[src/rtl/mips_pkg.sv]
// Shared constants for the pipeline's memory port arbiter: FSM encoding,
// port identifiers and the full-word byte-enable pattern.
package mips_pkg;

   typedef logic [1:0] arb_state_t;

   localparam arb_state_t ARB_IDLE   = 2'd0;
   localparam arb_state_t ARB_I_BUSY = 2'd1;
   localparam arb_state_t ARB_D_BUSY = 2'd2;

   localparam logic PORT_I = 1'b0;
   localparam logic PORT_D = 1'b1;

   localparam logic [3:0] BE_WORD = 4'hF;

endpackage

[src/rtl/arb_starve_counter.sv]
// Saturating 4-bit count of data grants made while fetch was waiting;
// at_limit_o tells the arbiter to hand the next contested slot to fetch.
module arb_starve_counter #(
   parameter int STARVE_LIMIT = 4
) (
   input  logic clk_i,
   input  logic rst_i,
   input  logic inc_i,
   input  logic clr_i,
   output logic at_limit_o
);

   localparam logic [3:0] LIMIT = 4'(STARVE_LIMIT);

   logic [3:0] count_q;
   logic [3:0] count_d;

   always_comb begin
      count_d = count_q;
      if (clr_i) begin
         count_d = 4'd0;
      end else if (inc_i && (count_q < LIMIT)) begin
         count_d = count_q + 4'd1;
      end
   end

   always_ff @(posedge clk_i or posedge rst_i) begin
      if (rst_i) begin
         count_q <= 4'd0;
      end else begin
         count_q <= count_d;
      end
   end

   assign at_limit_o = (count_q == LIMIT);

endmodule

[src/rtl/mem_port_arbiter.sv]
// Shares one single-ported memory between the fetch (read-only) and data
// (read/write) ports; data wins contested slots until fetch has starved.
module mem_port_arbiter
   import mips_pkg::*;
#(
   parameter int DATA_WIDTH    = 32,
   parameter int ADDRESS_WIDTH = 32,
   parameter int STARVE_LIMIT  = 4
) (
   input  logic                     i_CLK,
   input  logic                     i_RST,
   input  logic                     i_IReq,
   input  logic [ADDRESS_WIDTH-1:0] i_IAddr,
   output logic [DATA_WIDTH-1:0]    o_IRdata,
   output logic                     o_IValid,
   output logic                     o_StallIF,
   input  logic                     i_DReq,
   input  logic                     i_DWe,
   input  logic [ADDRESS_WIDTH-1:0] i_DAddr,
   input  logic [DATA_WIDTH-1:0]    i_DWdata,
   input  logic [3:0]               i_DBe,
   output logic [DATA_WIDTH-1:0]    o_DRdata,
   output logic                     o_DValid,
   output logic                     o_StallMEM,
   output logic                     o_MemReq,
   output logic                     o_MemWe,
   output logic [ADDRESS_WIDTH-1:0] o_MemAddr,
   output logic [DATA_WIDTH-1:0]    o_MemWdata,
   output logic [3:0]               o_MemBe,
   input  logic [DATA_WIDTH-1:0]    i_MemRdata,
   input  logic                     i_MemAck
);

   arb_state_t state_q;
   arb_state_t state_d;

   logic i_elig;
   logic d_elig;
   logic at_limit;
   logic grant_i;
   logic grant_d;
   logic done_i;
   logic done_d;

   logic                     mem_req_q;
   logic                     mem_we_q;
   logic [ADDRESS_WIDTH-1:0] mem_addr_q;
   logic [DATA_WIDTH-1:0]    mem_wdata_q;
   logic [3:0]               mem_be_q;
   logic                     ivalid_q;
   logic                     dvalid_q;
   logic [DATA_WIDTH-1:0]    irdata_q;
   logic [DATA_WIDTH-1:0]    drdata_q;

   // A port in its own completion cycle is not eligible, so the other port
   // is granted in that cycle instead of the same port being re-granted.
   assign i_elig = i_IReq & ~ivalid_q;
   assign d_elig = i_DReq & ~dvalid_q;

   always_ff @(posedge i_CLK or posedge i_RST) begin
      if (i_RST) begin
         state_q <= ARB_IDLE;
      end else begin
         state_q <= state_d;
      end
   end

   always_comb begin
      state_d = state_q;
      case (state_q)
         ARB_IDLE: begin
            if (grant_d) begin
               state_d = ARB_D_BUSY;
            end else if (grant_i) begin
               state_d = ARB_I_BUSY;
            end
         end
         ARB_I_BUSY, ARB_D_BUSY: begin
            if (i_MemAck) begin
               state_d = ARB_IDLE;
            end
         end
         default: state_d = ARB_IDLE;
      endcase
   end

   always_comb begin
      grant_d = 1'b0;
      grant_i = 1'b0;
      done_i  = 1'b0;
      done_d  = 1'b0;
      case (state_q)
         ARB_IDLE: begin
            grant_d = d_elig & (~i_elig | ~at_limit);
            grant_i = i_elig & ~grant_d;
         end
         ARB_I_BUSY: done_i = i_MemAck;
         ARB_D_BUSY: done_d = i_MemAck;
         default: ;
      endcase
   end

   arb_starve_counter #(
      .STARVE_LIMIT (STARVE_LIMIT)
   ) u_starve (
      .clk_i      (i_CLK),
      .rst_i      (i_RST),
      .inc_i      (grant_d & i_elig),
      .clr_i      (grant_i),
      .at_limit_o (at_limit)
   );

   always_ff @(posedge i_CLK or posedge i_RST) begin
      if (i_RST) begin
         mem_req_q   <= 1'b0;
         mem_we_q    <= 1'b0;
         mem_addr_q  <= '0;
         mem_wdata_q <= '0;
         mem_be_q    <= 4'h0;
         ivalid_q    <= 1'b0;
         dvalid_q    <= 1'b0;
         irdata_q    <= '0;
         drdata_q    <= '0;
      end else begin
         if (grant_d) begin
            mem_req_q   <= 1'b1;
            mem_we_q    <= i_DWe;
            mem_addr_q  <= i_DAddr;
            mem_wdata_q <= i_DWdata;
            mem_be_q    <= i_DBe;
         end else if (grant_i) begin
            mem_req_q   <= 1'b1;
            mem_we_q    <= 1'b0;
            mem_addr_q  <= i_IAddr;
            mem_wdata_q <= '0;
            mem_be_q    <= BE_WORD;
         end else if (done_i | done_d) begin
            mem_req_q   <= 1'b0;
         end
         ivalid_q <= done_i;
         dvalid_q <= done_d;
         if (done_i) begin
            irdata_q <= i_MemRdata;
         end
         if (done_d && !mem_we_q) begin
            drdata_q <= i_MemRdata;
         end
      end
   end

   assign o_MemReq   = mem_req_q;
   assign o_MemWe    = mem_we_q;
   assign o_MemAddr  = mem_addr_q;
   assign o_MemWdata = mem_wdata_q;
   assign o_MemBe    = mem_be_q;
   assign o_IValid   = ivalid_q;
   assign o_DValid   = dvalid_q;
   assign o_IRdata   = irdata_q;
   assign o_DRdata   = drdata_q;
   assign o_StallIF  = i_IReq & ~ivalid_q;
   assign o_StallMEM = i_DReq & ~dvalid_q;

endmodule

[config.mk]
export PLATFORM = sky130hd
export DESIGN_NAME = mem_port_arbiter
export DESIGN_NICKNAME = d
export VERILOG_FILES = /design/src/rtl/mips_pkg.sv /design/src/rtl/arb_starve_counter.sv /design/src/rtl/mem_port_arbiter.sv
export SDC_FILE = /design/constraint.sdc
export NUM_CORES = 1
export LEC_CHECK = 0
export ABC_AREA = 1
export CAP_MARGIN = 20
export CORE_ASPECT_RATIO = 1.75
export CORE_MARGIN = 5
export CORE_UTILIZATION = 30
export DETAILED_ROUTE_END_ITERATION = 8
export MAX_ROUTING_LAYER = met4
export SYNTH_ARGS = -nofsm -noshare
export SYNTH_HDL_FRONTEND = slang
export SYNTH_SLANG_ARGS = --single-unit
[constraint.sdc]
create_clock -name i_CLK -period 9 [get_ports i_CLK]
set_input_delay 1.8 -clock i_CLK [delete_from_list [all_inputs] [get_ports i_CLK]]
set_output_delay 1.8 -clock i_CLK [all_outputs]
set_load 0.03 [all_outputs]
==> summary.md <==
| Metric | Value |
|---|---|
| CTS tree | yes |
| Max Root-Sink Buffers | 2 |
| Tot GR Track Use | 17.5% |
| Crit Path Max Fanout | 37 |
| RSZ-0062 raised after global routing | false |
| Vias/cell | between 4 and 5 |
| Netlist Area Pre-Place | between 6000 and 7000 um2 |
| Worst Clk Skew | around 8.6 ps |
| Pre-CTS worst setup slack | approximately 3700 ps |
| Worst Tran Pin Value | between 900 and 1000 ps |
| Routed Antenna Nets | 0 |
| Endpoints failing hold | 0 |
| Switching power of the nets | 0.00154 W |
| Critical path's most frequent cell | clkdlybuf4s50_1 |
| Nets | 1138 |
| Largest net degree at the start of global routing | 74 |
| Fin worst setup slack | roughly 3600 ps |
| CTS clock-pin slew for the worst setup and hold paths | approximately 60 ps |
| Multi-input gate area | around 1900 um2 |
| Drc violations | 0 |
| Fmax | roughly 190 MHz |
| Most common cell after layout, fill and taps aside | clkdlybuf4s50_1 |
| Detailed placer's ending HPWL | 14400 um |
| Post-CTS resize count | 0 |
| Slew Limit Fails | 0 |
| Most area-hungry cell type in the Yosys netlist | dfrtp_1 |
| Initial antenna violation count | 2 |
| Die Y | 200 um |
| Vias in the first global route | between 5000 and 6000 |
| Clk_lat worst skew | around 420 ps |
| Maxcap violations | 0 |
| Root buffer cell | clkbuf_16 |
| Port Buffer Count | 275 |
| Yosys synthesis warning count | 0 |
| Overflow after GRT | 0 |
| Starting Density | roughly 30% |
| Seq cells post-synth | 142 |
| HP Start | o_MemAddr[3] |
| Maximum vdd drop | around 0.00020 V |
| Filler Cell Count | 1954 |
| Clk sinks | ~140 |
| Total Power Consumption | around 0.0037 W |
| Post-synthesis sequential area ratio | roughly 57% |
| H-tree levels | 4 |
| DR iter-0 viols | 264 |
| Drt first pass iters | 4 |
| Critical path startpoint category | input port |
| Routed WL | roughly 20000 um |
| Area contributors post-synth | dfrtp_1, nand2_1, inv_1 |
| Slew headroom | 39.6% |
| Logic gate share of total power | slightly below 50% |
| Core Region | between 20000 and 25000 um2 |
| Die Wd | 119 um |
| Setup crit end kind | primary output |
| FP Rows | 69 |
| Crit Path Class | input port to primary output |
| Reg area | about 3600 um2 |
| Clock Power Share | approximately a fifth |
| Reg power frac | around 29% |
| Total number of vias | 5589 |
| Synth cell types | 21 |
| Fin crit share | between 50% and 60% |
| Area Overhead vs Synth | 58.3% |
| Worst path cell trace | clkdlybuf4s50_1 -> inv_2 -> nor2_4 -> buf_4 -> clkdlybuf4s50_1 |
| Global-route wire length before repair | about 32000 um |
| Avg Cell Area, Syn | 8.44 um2 |
| Internal Power | 0.00214 W |
| Critical Path Start | i_DReq |
| Final min period | approximately 5400 ps |
| Outcome | completed |
| P_leak | between 4 and 5 nW |
| Final Setup Violations | 0 |
| CP Data Arrival Time | between 3000 and 4000 ps |
| Layout cells sized above 1 | ~5.1% |
| Tightest Hold Check Type | register to register |
| Synth top area share | a little under three fifths |
| Most frequent cells in the layout | clkdlybuf4s50_1, nand2_1, inv_1 |
| Inserted Clock Buffers | 17 |
| WP data required | approximately 7200 ps |
| Die area | approximately 24000 um2 |
| CP max-delay cell | clkdlybuf4s50_1 |
| Syn Nets | a little under 900 |
| Mapped Cells | between 700 and 800 |
| Post CTS Setup Buffer Count | 0 |
| RePlAce Congestion | just under 0.8 |
| IO Count | between 200 and 300 |
| RR Startpoint | u_starve.count_q[0] |
| Sw Ratio | a little over two fifths |
| Setup TNS | 0 ps |
| Max incr delay on CP | just under 800 ps |
| WL per Instance | 16.0 um |
| PwrDens | 375 nW/um2 |
| CTS Hold Bufs | 0 |
| Fin Hold WS | approximately 480 ps |
-- worst paths after layout --
path / slack, ps / depth (start not counted) / to
max: 3640 / 5 / o_StallMEM
min: 480 / 2 / o_MemAddr[3]
max in group asynchronous: 5720 / 3 / o_MemWdata[18]
min in group asynchronous: 1870 / 2 / o_MemWdata[5]
min reg2reg: 480 / 2 / o_MemAddr[3]
max reg2reg: 6080 / 10 / o_MemAddr[27]
-- flip-flops by register name (all words and copies together) (netlist names), 2 cells and up --
name,count
o_MemAddr,32
o_MemWdata,32
u_starve.count_q,4
o_DRdata,32
o_IRdata,32
o_MemBe,4
state_q,2
-- Yosys cell counts (all sizes together) --
| cell | count |
|---|---|
| a21boi | 1 |
| a21oi | 2 |
| buf | 31 |
| clkbuf | 10 |
| dfrtp | 142 |
| ha | 5 |
| inv | 150 |
| nand2 | 207 |
| nand3 | 42 |
| nand4 | 34 |
| nor2 | 5 |
| o21ai | 99 |
| o22ai | 5 |
| xor2 | 1 |
-- cell type report --
cell class | count | share of cell area [%]
clock buffer | 20 | 4.76
clock inverter | 11 | 1.91
tap | 248 | 3.16
timing repair buffer | 283 | 29.0
sequential | 142 | 36.2
multi-input combinational | 401 | 19.1
inverter | 150 | 5.79
antenna | 2 | 0.0510
-- per-layer routing --
metal,track usage [%],share of wire (%)
met1,18.4,37
met5,-,0
met2,31.1,54
met3,4.63,5.9
met4,6.92,2.9
-- per-stage QoR --
step           utilization (%)  instances  instance area [um2]
3_5_place_dp              44.8       1223                 9130
6_report                  48.1       1257                 9810
5_1_grt                   48.1       1257                 9810
3_3_place_gp              44.7       1222                 9100
2_1_floorplan                -        734                 6200
4_1_cts                   48.0       1254                 9780
-- critical path: cells and delay by family --
kind          cells  cell delay, ps
buf+inv           4            1690
simple gates      1              60
-- power by group through the flow --
| stage | Clock [W] | Combinational, W | Sequential, W |
|---|---|---|---|
| 6_report | 0.000784 | 0.00182 | 0.00107 |
| 2_1_floorplan | 0 | 0.000490 | 0.00162 |
| 4_1_cts | 0.000807 | 0.00184 | 0.00108 |
| 3_3_place_gp | 0 | 0.00182 | 0.00107 |
| 5_1_grt | 0.000833 | 0.00195 | 0.00112 |
| 3_5_place_dp | 0 | 0.00184 | 0.00108 |
-- logic make-up (layout without fill, tap and decap cells) --
group / count (synthesis) / after routing / share of synthesized area, %
buf+inv: 191 / 464 / 12.7
compound gates: 107 / 107 / 8.84
simple gates: 288 / 288 / 20.0
other cells: 0 / 2 / 0
flops: 142 / 142 / 57.4
fa+ha+maj: 5 / 5 / 1.01
xor+xnor: 1 / 1 / 0.141
(Power assumes the default switching activity.)
